## src/rtl/time_display_scanner.sv

```systemverilog
// Converts binary MM:SS from the upstream counter to BCD with a sequential
// double-dabble engine and scans the four digits onto a shared 7-segment bus.
module time_display_scanner #(
  parameter int SCAN_DIV = 4,
  parameter bit BLANK_LZ = 1'b0
) (
  input  logic        clk,
  input  logic        rst_n,
  input  logic [5:0]  second,
  input  logic [5:0]  minute,
  output logic [15:0] bcd_time,
  output logic        bcd_valid,
  output logic [3:0]  digit_sel,
  output logic [6:0]  seg
);

  localparam int DW = (SCAN_DIV > 1) ? $clog2(SCAN_DIV) : 1;
  localparam logic [DW-1:0] DIV_MAX = DW'(SCAN_DIV - 1);

  typedef enum logic {IDLE, CONV} state_t;

  state_t      state, state_nxt;
  logic [5:0]  sec_cap, min_cap;
  logic [13:0] sec_sr, min_sr, sec_step, min_step;
  logic [2:0]  iter;
  logic        capture, commit;

  logic [DW-1:0] div;
  logic [1:0]    idx, next_idx;
  logic          wrap;
  logic [3:0]    digit;
  logic [6:0]    seg_nxt;

  // Shift register layout is {tens, ones, binary}; after six steps the
  // BCD pair sits in bits [13:6].
  function automatic logic [13:0] dabble_step(input logic [13:0] s);
    logic [13:0] t;
    t = s;
    if (t[13:10] >= 4'd5) t[13:10] = t[13:10] + 4'd3;
    if (t[9:6] >= 4'd5) t[9:6] = t[9:6] + 4'd3;
    return {t[12:0], 1'b0};
  endfunction

  function automatic logic [6:0] seg_enc(input logic [3:0] d);
    case (d)
      4'd0: seg_enc = 7'h3F;
      4'd1: seg_enc = 7'h06;
      4'd2: seg_enc = 7'h5B;
      4'd3: seg_enc = 7'h4F;
      4'd4: seg_enc = 7'h66;
      4'd5: seg_enc = 7'h6D;
      4'd6: seg_enc = 7'h7D;
      4'd7: seg_enc = 7'h07;
      4'd8: seg_enc = 7'h7F;
      4'd9: seg_enc = 7'h6F;
      default: seg_enc = 7'h00;
    endcase
  endfunction

  assign sec_step = dabble_step(sec_sr);
  assign min_step = dabble_step(min_sr);

  always_ff @(posedge clk or negedge rst_n) begin
    if (!rst_n) state <= IDLE;
    else        state <= state_nxt;
  end

  always_comb begin
    state_nxt = state;
    capture   = 1'b0;
    commit    = 1'b0;
    case (state)
      IDLE: begin
        if (second != sec_cap || minute != min_cap) begin
          capture   = 1'b1;
          state_nxt = CONV;
        end
      end
      CONV: begin
        if (iter == 3'd5) begin
          commit    = 1'b1;
          state_nxt = IDLE;
        end
      end
      default: state_nxt = IDLE;
    endcase
  end

  always_ff @(posedge clk or negedge rst_n) begin
    if (!rst_n) begin
      sec_cap   <= '0;
      min_cap   <= '0;
      sec_sr    <= '0;
      min_sr    <= '0;
      iter      <= '0;
      bcd_time  <= '0;
      bcd_valid <= 1'b0;
    end else begin
      bcd_valid <= commit;
      if (capture) begin
        sec_cap <= second;
        min_cap <= minute;
        sec_sr  <= {8'd0, second};
        min_sr  <= {8'd0, minute};
        iter    <= '0;
      end else if (state == CONV) begin
        sec_sr <= sec_step;
        min_sr <= min_step;
        iter   <= iter + 3'd1;
      end
      if (commit) bcd_time <= {min_step[13:6], sec_step[13:6]};
    end
  end

  assign wrap     = (div == DIV_MAX);
  assign next_idx = wrap ? idx + 2'd1 : idx;

  always_comb begin
    digit = bcd_time[3:0];
    case (next_idx)
      2'd0: digit = bcd_time[3:0];
      2'd1: digit = bcd_time[7:4];
      2'd2: digit = bcd_time[11:8];
      2'd3: digit = bcd_time[15:12];
      default: digit = bcd_time[3:0];
    endcase
    seg_nxt = seg_enc(digit);
    if (BLANK_LZ && next_idx == 2'd3 && digit == 4'd0) seg_nxt = 7'h00;
  end

  // Select and segment data are registered together so they never skew.
  always_ff @(posedge clk or negedge rst_n) begin
    if (!rst_n) begin
      div       <= '0;
      idx       <= '0;
      digit_sel <= 4'b0001;
      seg       <= 7'h3F;
    end else begin
      div       <= wrap ? '0 : div + DW'(1);
      idx       <= next_idx;
      digit_sel <= 4'b0001 << next_idx;
      seg       <= seg_nxt;
    end
  end

endmodule
```

## config.mk

```make
export PLATFORM = sky130hd
export DESIGN_NAME = time_display_scanner
export DESIGN_NICKNAME = d
export VERILOG_FILES = /design/src/rtl/time_display_scanner.sv
export SDC_FILE = /design/constraint.sdc
export NUM_CORES = 1
export LEC_CHECK = 0
export CAP_MARGIN = 10
export CORE_UTILIZATION = 56
export CTS_CLUSTER_SIZE = 30
export DETAILED_ROUTE_END_ITERATION = 10
export PLACE_DENSITY = 0.81
export SLEW_MARGIN = 30
export SYNTH_ARGS = -nofsm -noshare
export SYNTH_HDL_FRONTEND = slang
export SYNTH_SLANG_ARGS = --single-unit
export TNS_END_PERCENT = 5
```

## constraint.sdc

```tcl
create_clock -name clk -period 2.35 [get_ports clk]
set_input_delay 0.47 -clock clk [delete_from_list [all_inputs] [get_ports clk]]
set_output_delay 0.47 -clock clk [all_outputs]
set_load 0.02 [all_outputs]
```

==> results.yml <==
run_status:
  status: "finished, final reports clean"
grt:
  grt_pass1_vias: 2450
  grt_max_degree: 44
  antenna_found_initial: 0
  overflow: 0
  grt_util_all_layers_pct: 23.03
  grt_pass1_wl_microns: 11470
route:
  route.detailed.drc: 0
  routedWlPerCell_microns: 14.87
  final_antenna_net_count: 0
  wl_microns: 6898
  routed_via_density: 5.608
  vias: 2602
  initialDrtViolationCount: 176
  firstDrtPassIters: 4
yosys:
  synthSimpleGateAreaFrac_pct: 12.45
  synth_nets: 361
  yosysUniqueCellTypes: 44
  synth_compound_area_share_pct: 11.73
  syn-cell-area_sq_um: 3617
  synth_cells: 334
  synthAdderAreaFrac_pct: 4.497
  ys_seq_area_share_pct: 52.82
  yosysMostFrequentCell: "dfrtp_1"
  ys_ff_latch: 76
  yosys-top-cells-count: "dfrtp_1 (69), o21ai_0 (40), nand2_1 (39)"
  synth_top_area_share_pct: 47.73
  synth_area_leaders: "dfrtp_1 (48%), o21ai_0 (5.5%), mux2_2 (5.3%)"
  yosys_warnings: 0
  synth_top_area_cell: "dfrtp_1"
  synth_edf_count: 0
  avgSynthCellArea_sq_um: 10.83
  ys.flop_type: "dfrtp_1"
  synthArstFlopShare_pct: 100.0
  synthXorXnorAreaFrac_pct: 4.600
  synth_top_family_by_area: "simple AND/OR/NAND/NOR gates"
  synth.area.mux_share_pct: 10.69
worst_setup_path:
  r2r_cells: 7
  crit_required_ps: 2620
  crit_path_cell_trace: "ha_1, or2_4, mux2_4, o211a_4, ha_1, mux2_2, a21oi_1"
  worstPathArrival_ps: 2490
  worst_setup_path_start_kind: "flop"
  cp_slowest_cell: "dfrtp_1"
  rr_startpoint: "div[0]"
  cp-end-kind: "flop"
  worstPathMaxFanout: 6
  cpPeakStageDelay_ps: 390
  timing.critical_path.mode_cell: "ha_1"
  rrSetupSlack_ps: 130
  critPathKind: "flop to flop"
  timing.rr.end: "seg[6]"
clocking:
  cts_buffers: 9
  post_cts.repair.setup_buffers: 0
  cts_resized: 0
  clock-sinks: 76
  cts_tree: "yes"
  cts_buffer_depth: 2
  htree_num_levels: 3
  clk_latency_ps: 350
  cts_hold_buf: 0
  cts-root-buf: "clkbuf_8"
  clk_pin_slew_ps: 80
die:
  dieArea_sq_um: 6785
  die_width_microns: 82.37
  initial_core_util_pct: 59.68
  core_area_sq_um: 6061
  fp.dieH_microns: 82.37
  pin_count: 42
  rows: 28
timing:
  hold-worst-slack_ps: 47.66
  rsz0062_at_grt: "no"
  timing.slew.headroom_pct: 66.76
  fmax_mhz: 451.0
  timing.final.setup_violations: 0
  hold_viol: 0
  period_share_pct: 94.36
  worst_pin_slew_ps: 495.5
  setup_tns_ps: 0
  drv_slew: 0
  fin_skew_ps: 9.453
  min_period_ps: 2217
  setup_slack_ps: 132.6
place:
  gp_congestion: 0.8936
  port_buffers: 41
  hpwl_microns: 4992
  place_ws_ps: 47.61
  dp.cells: 448
  post_dp_cell_area_sq_um: 4179
layout:
  fin_cells: 464
  layout-drive-gt1-share_pct: 16.45
  diodes: 0
  fin_util_pct: 72.52
  multiInputGateArea_sq_um: 1597
  fillers: 437
  final_cell_area_sq_um: 4395
  syn_to_final_growth_pct: 21.52
  fin_nets: 411
  ff_latch_area_sq_um: 1911
pwr:
  finalPower_mw: 5.719
  leakagePower_nw: 1.880
  vdd_drop_max_mv: 0.6849
  powerDensity_nw_per_um2: 1301
job:
  maxCapViolations: 0
min_path:
  hold_path_class: "input pin to async pin"
## cell families after synthesis
| logic type | count (synthesis) |
|---|---|
| and+or+nand+nor | 90 |
| DFF | 76 |
| AOI/OAI and AO/OA | 71 |
| muxes | 36 |
| buffers and inverters | 29 |
| xor gates and xnor gates | 19 |
| adders and majority gates | 13 |
## placed cells by master, fill, tap and decap left out, drive strengths merged, types with 2 or more instances in the layout
master / count
o221ai: 4
nand4: 3
clkinv: 4
nand2: 40
or4b: 2
bufinv: 2
ha: 13
nor3: 2
buf: 13
dfrtp: 69
inv: 13
nand2b: 4
nor3b: 6
clkdlybuf4s50: 40
a21oi: 17
mux2i: 18
clkbuf: 10
mux2: 18
nand3: 18
xnor2: 18
clkinvlp: 2
and2: 3
dfstp: 7
o211a: 2
o21ai: 40
nor2: 8
o31a: 2
## layer usage
metal | wire, microns | vias up | track usage [%]
met2 | 3347 | 67 | 37.11
met3 | 283 | 7 | 4.505
met1 | 3210 | 1259 | 30.35
li1 | - | 1269 | -
met4 | 56 | 0 | 9.825
met5 | 0 | - | 0
## critical path, delay by kind of cell, from the launching register on
family / cells / cell delay (ps)
AOI/OAI and AO/OA: 2 / 400
adders and majority gates: 2 / 500
muxes: 2 / 570
and+or+nand+nor: 1 / 290
DFF: 1 / 390
## power breakdown
part | total [mW] | switching (mW) | internal [mW]
logic | 2.35 | 1.23 | 1.12
clock network | 1.08 | 0.485 | 0.598
registers | 2.29 | 0.411 | 1.88
## worst max-delay path by stage
stage	from	cells past startpoint	slack [ps]	to
floorplan	div[0]	7	320	seg[6]
global placement	minute[4]	7	100	min_sr[2]
detailed placement	minute[2]	7	50	sec_sr[5]
CTS	div[0]	7	140	seg[6]
global route	div[0]	7	70	seg[6]
finish	div[0]	7	130	seg[6]
## sequential cells by signal (all words and copies together), names as in the netlist
| name | cells |
|---|---|
| bcd_time | 16 |
| min_sr | 14 |
| sec_sr | 14 |
| seg | 7 |
| min_cap | 6 |
| sec_cap | 6 |
| digit_sel | 4 |
| iter | 3 |
| div | 2 |
| idx | 2 |
| bcd_valid | 1 |
| state | 1 |
## area by class of cell
class	count	area share (%)
Clock buffer	10	2.903
Clock inverter	6	2.021
Multi-Input combinational cell	229	36.32
Sequential cell	76	43.47
Timing Repair Buffer	53	11.84
Inverter	15	1.309
Tap cell	75	2.135
No activity file was read; power rests on OpenSTA's default activity.
